<file path="config.mk">
export PLATFORM = sky130hd
export DESIGN_NAME = cv32e40p_irq_generator
export DESIGN_NICKNAME = d
export VERILOG_FILES = /design/src/rtl/cv32e40p_pkg.sv /design/src/rtl/cv32e40p_irq_generator_timer.sv /design/src/rtl/cv32e40p_irq_generator.sv
export SDC_FILE = /design/constraint.sdc
export NUM_CORES = 1
export LEC_CHECK = 0
export BUFFER_PORTS_ARGS = -buffer_cell sky130_fd_sc_hd__buf_4
export CELL_PAD_IN_SITES_DETAIL_PLACEMENT = 1
export CELL_PAD_IN_SITES_GLOBAL_PLACEMENT = 1
export CORE_UTILIZATION = 28
export DETAILED_ROUTE_END_ITERATION = 8
export PLACE_DENSITY = 0.49
export SLEW_MARGIN = 20
export SYNTH_ARGS = -nofsm -noshare
export SYNTH_HDL_FRONTEND = slang
export SYNTH_SLANG_ARGS = --single-unit
</file>
<file path="constraint.sdc">
create_clock -name clk -period 8.75 [get_ports clk]
set_input_delay 0.4375 -clock clk [delete_from_list [all_inputs] [get_ports clk]]
set_output_delay 0.4375 -clock clk [all_outputs]
set_load 0.005 [all_outputs]
</file>
<file path="src/rtl/cv32e40p_pkg.sv">
// Shared constants for the cv32e40p interrupt generator: irq mask, register map
// and TIMER_CTRL field layout.
package cv32e40p_pkg;

    // Lines the core actually implements: software/timer/external (3,7,11) and fast irqs 16-31.
    localparam logic [31:0] IRQ_MASK = 32'hFFFF_0888;

    typedef enum logic [3:0] {
        IRQGEN_ENABLE     = 4'h0,
        IRQGEN_PENDING    = 4'h1,
        IRQGEN_CLEAR      = 4'h2,
        IRQGEN_MODE       = 4'h3,
        IRQGEN_TIMER_LOAD = 4'h4,
        IRQGEN_TIMER_CTRL = 4'h5,
        IRQGEN_TIMER_CNT  = 4'h6
    } irqgen_reg_e;

    localparam int unsigned TCTRL_EN_BIT  = 0;
    localparam int unsigned TCTRL_AR_BIT  = 1;
    localparam int unsigned TCTRL_TGT_LSB = 8;
    localparam int unsigned TCTRL_TGT_W   = 5;

    typedef struct packed {
        logic                   en;
        logic                   autoreload;
        logic [TCTRL_TGT_W-1:0] target;
    } timer_ctrl_t;

    function automatic logic [31:0] pack_timer_ctrl(input timer_ctrl_t c);
        logic [31:0] w;
        w                                 = '0;
        w[TCTRL_EN_BIT]                   = c.en;
        w[TCTRL_AR_BIT]                   = c.autoreload;
        w[TCTRL_TGT_LSB +: TCTRL_TGT_W]   = c.target;
        return w;
    endfunction

endpackage

</file>
<file path="src/rtl/cv32e40p_irq_generator_timer.sv">
// Down-counting interval timer: counts TIMER_LOAD..0 and flags expiry while at zero.
module cv32e40p_irq_generator_timer (
    input  logic        clk,
    input  logic        rst,
    input  logic [31:0] load_i,
    input  logic        en_i,
    input  logic        autoreload_i,
    input  logic        start_i,
    input  logic        stop_i,
    output logic [31:0] cnt_o,
    output logic        expire_o
);

    logic [31:0] cnt_q;
    logic [31:0] cnt_d;

    // Expiry is decided from the current state only, so a control write in the
    // same cycle cannot suppress the set it produces.
    assign expire_o = en_i && (cnt_q == 32'd0);
    assign cnt_o    = cnt_q;

    always_comb begin
        cnt_d = cnt_q;
        if (start_i) begin
            cnt_d = load_i;
        end else if (stop_i) begin
            cnt_d = cnt_q;
        end else if (en_i) begin
            if (cnt_q != 32'd0) begin
                cnt_d = cnt_q - 32'd1;
            end else if (autoreload_i) begin
                cnt_d = load_i;
            end
        end
    end

    always_ff @(posedge clk or posedge rst) begin
        if (rst) begin
            cnt_q <= '0;
        end else begin
            cnt_q <= cnt_d;
        end
    end

endmodule

</file>
<file path="src/rtl/cv32e40p_irq_generator.sv">
// Memory-mapped interrupt generator: per-line level/latched pending logic,
// enable masking and a one-shot/periodic timer that can raise a latched line.
module cv32e40p_irq_generator #(
    parameter logic [31:0] IRQ_MASK     = cv32e40p_pkg::IRQ_MASK,
    parameter logic [31:0] RESET_ENABLE = 32'h0
) (
    input  logic        clk,
    input  logic        rst,
    input  logic [31:0] event_i,
    input  logic        req_i,
    input  logic        we_i,
    input  logic [3:0]  addr_i,
    input  logic [31:0] wdata_i,
    output logic        gnt_o,
    output logic        rvalid_o,
    output logic [31:0] rdata_o,
    output logic [31:0] irq_o,
    input  logic        irq_ack_i,
    input  logic [4:0]  irq_id_i
);
    import cv32e40p_pkg::*;

    logic [31:0] enable_q, enable_d;
    logic [31:0] pending_q, pending_d;
    logic [31:0] mode_q, mode_d;
    logic [31:0] event_q;
    logic [31:0] tload_q, tload_d;
    timer_ctrl_t tctrl_q, tctrl_d;
    logic        rvalid_q;
    logic [31:0] rdata_q, rdata_d;

    logic        wr_en;
    logic        ctrl_wr;
    logic        timer_start;
    logic        timer_stop;
    logic        timer_expire;
    logic [31:0] timer_cnt;
    logic [31:0] w1s_vec, w1c_vec, ack_vec, timer_vec, edge_vec;
    logic [31:0] set_vec, clr_vec;

    assign gnt_o   = req_i;
    assign wr_en   = req_i & we_i;
    assign ctrl_wr = wr_en && (addr_i == IRQGEN_TIMER_CTRL);

    assign timer_start = ctrl_wr &&  wdata_i[TCTRL_EN_BIT];
    assign timer_stop  = ctrl_wr && !wdata_i[TCTRL_EN_BIT];

    cv32e40p_irq_generator_timer u_timer (
        .clk          (clk),
        .rst          (rst),
        .load_i       (tload_q),
        .en_i         (tctrl_q.en),
        .autoreload_i (tctrl_q.autoreload),
        .start_i      (timer_start),
        .stop_i       (timer_stop),
        .cnt_o        (timer_cnt),
        .expire_o     (timer_expire)
    );

    assign w1s_vec   = (wr_en && (addr_i == IRQGEN_PENDING)) ? wdata_i : 32'd0;
    assign w1c_vec   = (wr_en && (addr_i == IRQGEN_CLEAR))   ? wdata_i : 32'd0;
    assign ack_vec   = irq_ack_i    ? (32'd1 << irq_id_i)       : 32'd0;
    assign timer_vec = timer_expire ? (32'd1 << tctrl_q.target) : 32'd0;
    assign edge_vec  = event_i & ~event_q;
    assign set_vec   = edge_vec | w1s_vec | timer_vec;
    assign clr_vec   = w1c_vec | ack_vec;

    // Level lines mirror the event; latched lines give set priority over clear.
    for (genvar gi = 0; gi < 32; gi++) begin : g_pending
        assign pending_d[gi] = !mode_q[gi]     ? event_i[gi]   :
                               set_vec[gi]     ? 1'b1          :
                               clr_vec[gi]     ? 1'b0          :
                                                 pending_q[gi];
    end

    always_comb begin
        enable_d = enable_q;
        mode_d   = mode_q;
        tload_d  = tload_q;
        tctrl_d  = tctrl_q;
        if (wr_en) begin
            case (addr_i)
                IRQGEN_ENABLE:     enable_d = wdata_i;
                IRQGEN_MODE:       mode_d   = wdata_i;
                IRQGEN_TIMER_LOAD: tload_d  = wdata_i;
                IRQGEN_TIMER_CTRL: begin
                    tctrl_d.en         = wdata_i[TCTRL_EN_BIT];
                    tctrl_d.autoreload = wdata_i[TCTRL_AR_BIT];
                    tctrl_d.target     = wdata_i[TCTRL_TGT_LSB +: TCTRL_TGT_W];
                end
                default: ;
            endcase
        end
        // One-shot expiry disarms the timer unless software rewrote CTRL this cycle.
        if (!ctrl_wr && timer_expire && !tctrl_q.autoreload) begin
            tctrl_d.en = 1'b0;
        end
    end

    always_comb begin
        rdata_d = 32'd0;
        if (req_i && !we_i) begin
            case (addr_i)
                IRQGEN_ENABLE:     rdata_d = enable_q;
                IRQGEN_PENDING:    rdata_d = pending_q;
                IRQGEN_MODE:       rdata_d = mode_q;
                IRQGEN_TIMER_LOAD: rdata_d = tload_q;
                IRQGEN_TIMER_CTRL: rdata_d = pack_timer_ctrl(tctrl_q);
                IRQGEN_TIMER_CNT:  rdata_d = timer_cnt;
                default:           rdata_d = 32'd0;
            endcase
        end
    end

    always_ff @(posedge clk or posedge rst) begin
        if (rst) begin
            enable_q  <= RESET_ENABLE;
            pending_q <= '0;
            mode_q    <= '0;
            event_q   <= '0;
            tload_q   <= '0;
            tctrl_q   <= '0;
            rvalid_q  <= 1'b0;
            rdata_q   <= '0;
        end else begin
            enable_q  <= enable_d;
            pending_q <= pending_d;
            mode_q    <= mode_d;
            event_q   <= event_i;
            tload_q   <= tload_d;
            tctrl_q   <= tctrl_d;
            rvalid_q  <= req_i;
            rdata_q   <= rdata_d;
        end
    end

    assign rvalid_o = rvalid_q;
    assign rdata_o  = rdata_q;
    assign irq_o    = pending_q & enable_q & IRQ_MASK;

endmodule

</file>
# Word-level counts from Yosys, hierarchy flattened
# Index checks and enable logic that the tools add are counted.
classes:
  n_bitwise: 7
  reduce_logical: 26
  n_mux: 110
  n_shift: 2
  addsub: 1
  n_eq_ne: 39
op_table:
  columns: ["op", "n"]
  rows:
  - ["$mux W32", 10]
  - ["$pmux W32 S6", 1]
  - ["$mux W1", 97]
  - ["$ne A3 B1 Y1 const B", 32]
  - ["$or A32 B32 Y32", 3]
  - ["$and A32 B32 Y32", 2]
  - ["$shl A1 B5 Y32 const A", 2]
  - ["$logic_not A32 Y1", 1]
  - ["$not A32 Y32", 1]
  - ["$reduce_bool A32 Y1", 1]
  - ["$sub A32 B1 Y32 const B", 1]
  - ["$mux W7", 2]
  - ["$eq A4 B3 Y1 const B", 3]
  - ["$reduce_and A2 Y1", 5]
  - ["$logic_and A1 B1 Y1", 9]
  - ["$eq A4 B2 Y1 const B", 2]
  - ["$reduce_bool A2 Y1", 3]
  - ["$eq A4 B1 Y1 const B", 1]
  - ["$logic_not A1 Y1", 4]
  - ["$logic_not A4 Y1", 1]
  - ["$reduce_and A3 Y1", 1]
  - ["$reduce_bool A3 Y1", 1]
  - ["$ne A2 B2 Y1 const B", 1]
  - ["$and A1 B1 Y1", 1]
totals:
  out_inout_bits: 66
  inputBits: 78
  ff_bits: 232

# Logic depth before layout (Yosys ltp)
depth:
  depth_word: 7
  depth_mapped: 11

# By module
# Synthesis repeated with hierarchy kept, for this count alone.
hier_totals:
  cells_unflattened: 1069
  area_unflattened_um2: 11513.5
by_module_without_submodules:
  columns: ["module", "area_per_inst_um2", "instances", "seq_area_each_um2", "cells_each"]
  rows:
  - ["cv32e40p_irq_generator", 9007.4, 1, 5004.8, 777]
  - ["cv32e40p_irq_generator_timer", 2506.2, 1, 800.8, 292]

# Worst setup path after synthesis
# Ideal clock, no wire load.
synth_timing:
  path_type: "reg-to-reg"
  startpoint: "reg u_timer.cnt_q[20], in the netlist u_timer.cnt_o[20]"
  endpoint: "reg u_timer.cnt_q[21], in the netlist u_timer.cnt_o[21]"
  arrival_time_ns: 2.519
  setup_ns: 0.122
  setup_slack_ns: 6.109
  path_stages_with_launch: 10
  path_cell_list: "dfrtp_1 -> or4_1 -> buf_2 -> or4_4 -> o31ai_4 -> and2_1 -> buf_4 -> inv_2 -> buf_6 -> a32o_1"
synth_between:
  elab_chain_cells: 5
synth_lines:
  columns: ["item", "line_no", "text"]
  rows:
  - ["start, declared", "cv32e40p_irq_generator_timer.sv:14", "logic [31:0] cnt_q;"]
  - ["start signal, assigned", "cv32e40p_irq_generator_timer.sv:41", "cnt_q <= cnt_d;"]
  - ["$sub A32 B1 Y32 or $reduce_bool A32 Y1 (tied branches)", "cv32e40p_irq_generator_timer.sv:30, cv32e40p_irq_generator_timer.sv:29", null]
  - ["$mux W32", "cv32e40p_irq_generator_timer.sv:29", "if (cnt_q != 32'd0) begin"]
  - ["$mux W32", "cv32e40p_irq_generator_timer.sv:28", "end else if (en_i) begin"]
  - ["$mux W32", "cv32e40p_irq_generator_timer.sv:26", "end else if (stop_i) begin"]
  - ["$mux W32", "cv32e40p_irq_generator_timer.sv:24", "if (start_i) begin"]
# Several ways; a longest one is shown, not always the timed one. The select of a mux whose other input is x is not followed.
# A chain may end at the register's enable or synchronous reset.

# Worst setup path in the final report
# Same ends and word-level chain as after synthesis.

==> impl_metrics.yaml <==
power:
  combinationalPowerShare: 0.160
  power.share.switching: 0.2951
  total_switching_power_w: 0.0008886
  internal_power_component_w: 0.002122
  sequentialPowerShare: 0.464
  worst_ir_drop_vdd_v: 0.0001318
  clockPowerShare: 0.377
  cellLeakagePower_nw: 5.669
  power_density_mw_per_mm2: 219.5
critical_path:
  category_of_the_worst_setup_path_capture_point: "flop"
  cell_count_of_the_worst_reg_to_reg_path: 6
  critical_path_cell_list: "or4_1 > or4_4 > o31ai_4 > and2_1 > inv_2 > a32o_1"
  critPathArrivalTime_ns: 4.32
  worst_path_required_ns: 9.19
  slowest_delay_ns: 0.74
  r2r-start: "u_timer.cnt_o[20]"
  setup.worst_path.start_class: "flop"
  cp-startpoint: "u_timer.cnt_o[20]"
  crit_type: "reg2reg"
  reg2reg_to: "u_timer.cnt_o[21]"
  endpoint: "u_timer.cnt_o[21]"
  path_max_fanout: 18
  critPathTopFamily: "simple AND/OR/NAND/NOR gates"
  worst-r2r-setup-slack_ns: 4.86
  critPathBufInv: 1
  critPathSlowestCell: "or4_1"
  path_depth: 6
grt:
  via_count_of_the_first_global_routing_pass: 9619
  grt_first_pass_wirelength_um: 63060
  grt_antenna_before_repair: 0
  maximum_number_of_pins_on_one_net_before_global_route_repair: 107
  globalRoute.totalOverflow: 0
  track_usage: 0.2127
placed_design:
  post_dp_cell_area_mm2: 0.01250
  port-buffer-count: 130
  place.gp.congestion: 0.8259
  dpl.hpwl_um: 27930
sta:
  period_needed_ns: 3.888
  finalSetupViolCount: 0
  max_clock_skew_ns: 0.009873
  totalNegativeSetupSlack_ns: 0
  setup_repair_after_global_routing_missed_its_margin: "false"
  fmax_mhz: 257.2
  final-hold-violation-count: 6
  final_slew_violations: 0
  timing.max_slew.rel_slack: 0.2765
  timing.final.crit_share: 0.4444
  tightestPinTransition_ns: 1.085
  holdWs_ns: -0.02662
floorplanning:
  row_count: 72
  die_height_um: 199.8
  die_w_um: 199.8
  core_mm2: 0.03865
  initial_core_util: 0.2835
  dieArea_mm2: 0.03993
  num_io_pins: 144
cts:
  postCtsSetupRepairBufs: 0
  clock_sink_count: 232
  cts_tree: "built"
  cts_root_buf: "clkbuf_16"
  cts-buffers-inserted: 29
  cts-htree-levels: 1
  clk_pin_slew_worst_paths_ns: 0.06
  worstSkewPairLatency_ns: 0.55
  max-clock-path-buffers: 3
  cts_repair_resize_count: 0
run:
  reported_max_cap_violation_count: 0
yosys:
  synth_sequential_area_ratio: 0.5299
  edff_count_synth: 0
  synth.cell_area_mm2: 0.01096
  xor_and_xnor_area_share_after_synthesis: 0.001599
  synth-compound-area-share: 0.1944
  synth_simple_gate_area_frac: 0.1314
  synthFlopType: "dfrtp_1"
  post-synth-top-area-fraction: 0.5299
  yosysTopAreaCell: "dfrtp_1"
  synth.ff_latch_count: 232
  synth.yosys.warnings: 0
  synthesis.instances: 1015
  yosys.area_share.adder: 0.002284
  avgSynthCellArea_um2: 10.79
  post_synthesis_async_set_or_reset_flop_share: 1.000
  synth.distinct_cells: 61
  combinational_family_with_the_most_area_after_synthesis: "compound AO/OA/AOI/OAI gates"
  synth.top_cells.by_area: "dfrtp_1, mux2_2, nand2_1"
  synth.area.mux_share: 0.1047
routing:
  detailedRoute.firstIterationViolations: 604
  detailedRoute.firstPassIterationCount: 8
  postRouteWirelength_um: 41890
  vias_per_cell: 5.451
  drc: 4
  drtAntennaViolNets: 0
  via_count: 9256
  post_drt_wl_per_cell_um: 24.67
finish:
  finish.net_count: 1242
  top_library_cells_by_usage_in_the_layout_fill_and_taps_aside: "dfrtp_1, buf_4, nand2_1"
  synthToLayoutAreaGrowth_pct: 25.21
  final_cell_area_mm2: 0.01372
  post_route_cells_drive_above_1_share: 0.2680
  leading_cell_type_in_the_layout_fill_and_taps_excluded: "dfrtp_1"
outcome:
  run_status: "finished with violations"
  violations: "DRC, hold timing"
min_path:
  holdCritPathClass: "in2async"
==> cell usage after synthesis (4+ instances only) <==
cell type    n
or4_1        4
nor4_1      17
a32oi_1     34
and4_1       4
clkbuf_1    48
nor4b_1      4
a22oi_1     51
dfrtp_1    232
o211ai_1    10
buf_2        4
buf_4       15
inv_1        7
o21ai_0     55
a31oi_1     11
mux2_2     101
nand2_1    137
a22o_1      32
a21oi_1     52
buf_1        9
nor2b_1      4
nand2b_1     7
a222oi_1    25
nand3_1     17
and2_1      28
nor2_1      33
nor3_1      17
==> metrics by stage <==
step | setup WS [ns] | util | cells | hold WS, ns | power, W
2_1_floorplan | 1.951 | - | 1027 | 0.4575 | 0.001653
3_3_place_gp | 4.778 | 0.3233 | 1616 | 0.4863 | 0.001873
3_5_place_dp | 4.807 | 0.3233 | 1616 | 0.4958 | 0.001882
4_1_cts | 4.734 | 0.3548 | 1697 | 0.04424 | 0.003051
5_1_grt | 4.626 | 0.3549 | 1697 | 0.05677 | 0.003156
6_report | 4.862 | 0.3550 | 1698 | -0.02662 | 0.003011
==> timing repair <==
action | CTS | global route
setup endpoints to repair | 0 | 0
hold endpoints to repair | 33 | 0
hold buffers | 33 | 0
==> how the worst min path moves through the flow <==
stage               cells past startpoint  startpoint               end  slack (ns)
floorplan                               2  tload_q[7]  u_timer.cnt_o[7]        0.46
global placement                        2  tload_q[7]  u_timer.cnt_o[7]        0.49
detailed placement                      2  tload_q[7]  u_timer.cnt_o[7]        0.50
CTS                                     2         rst       event_q[31]        0.04
global route                            2         rst       event_q[31]        0.06
finish                                  2         rst       event_q[31]       -0.03
==> registers in the layout (all words and copies together) (netlist names), 7 cells and up <==
| name | flops |
|---|---|
| u_timer.cnt_o | 32 |
| pending_q | 32 |
| event_q | 32 |
| rdata_o | 32 |
| enable_q | 32 |
| mode_q | 32 |
| tctrl_q | 7 |
| tload_q | 32 |
==> per-layer routing <==
metal,vias to the layer above,track usage,wire length [um],part of all wire
met5,-,0,0,0
met4,0,0.06588,1241,0.030
met3,56,0.03024,1897,0.045
met2,239,0.3381,19340,0.46
met1,4835,0.2983,19420,0.46
li1,4126,-,-,-
==> cells by family (layout without fill, tap and decap cells) <==
kind of cell | Yosys count | count (layout)
multiplexers | 102 | 102
buffers and inverters | 85 | 237
AND/OR/NAND/NOR | 293 | 293
adder cells (fa/ha/maj) | 2 | 2
XOR/XNOR | 2 | 2
flip-flops | 232 | 232
other | 1 | 14
AO/OA/AOI/OAI | 298 | 298
==> layout make-up <==
type | count | area, um2
antenna | 1 | 2.502
clock buffer | 42 | 854.6
clock inverter | 6 | 32.53
fill | 4225 | 24930
inverter | 8 | 37.54
multi-input combinational | 710 | 4893
sequential | 232 | 5806
tap | 518 | 648.1
timing repair buffer | 181 | 1445
==> power by group through the flow <==
stage	clock network, W	registers, W	logic (W)
2_1_floorplan	0	0.00134	0.000316
3_3_place_gp	0	0.00141	0.000466
3_5_place_dp	0	0.00141	0.000472
4_1_cts	0.00117	0.00139	0.000487
5_1_grt	0.00121	0.00142	0.000531
6_report	0.00113	0.00140	0.000481
Power figures use the tool's default switching activity.
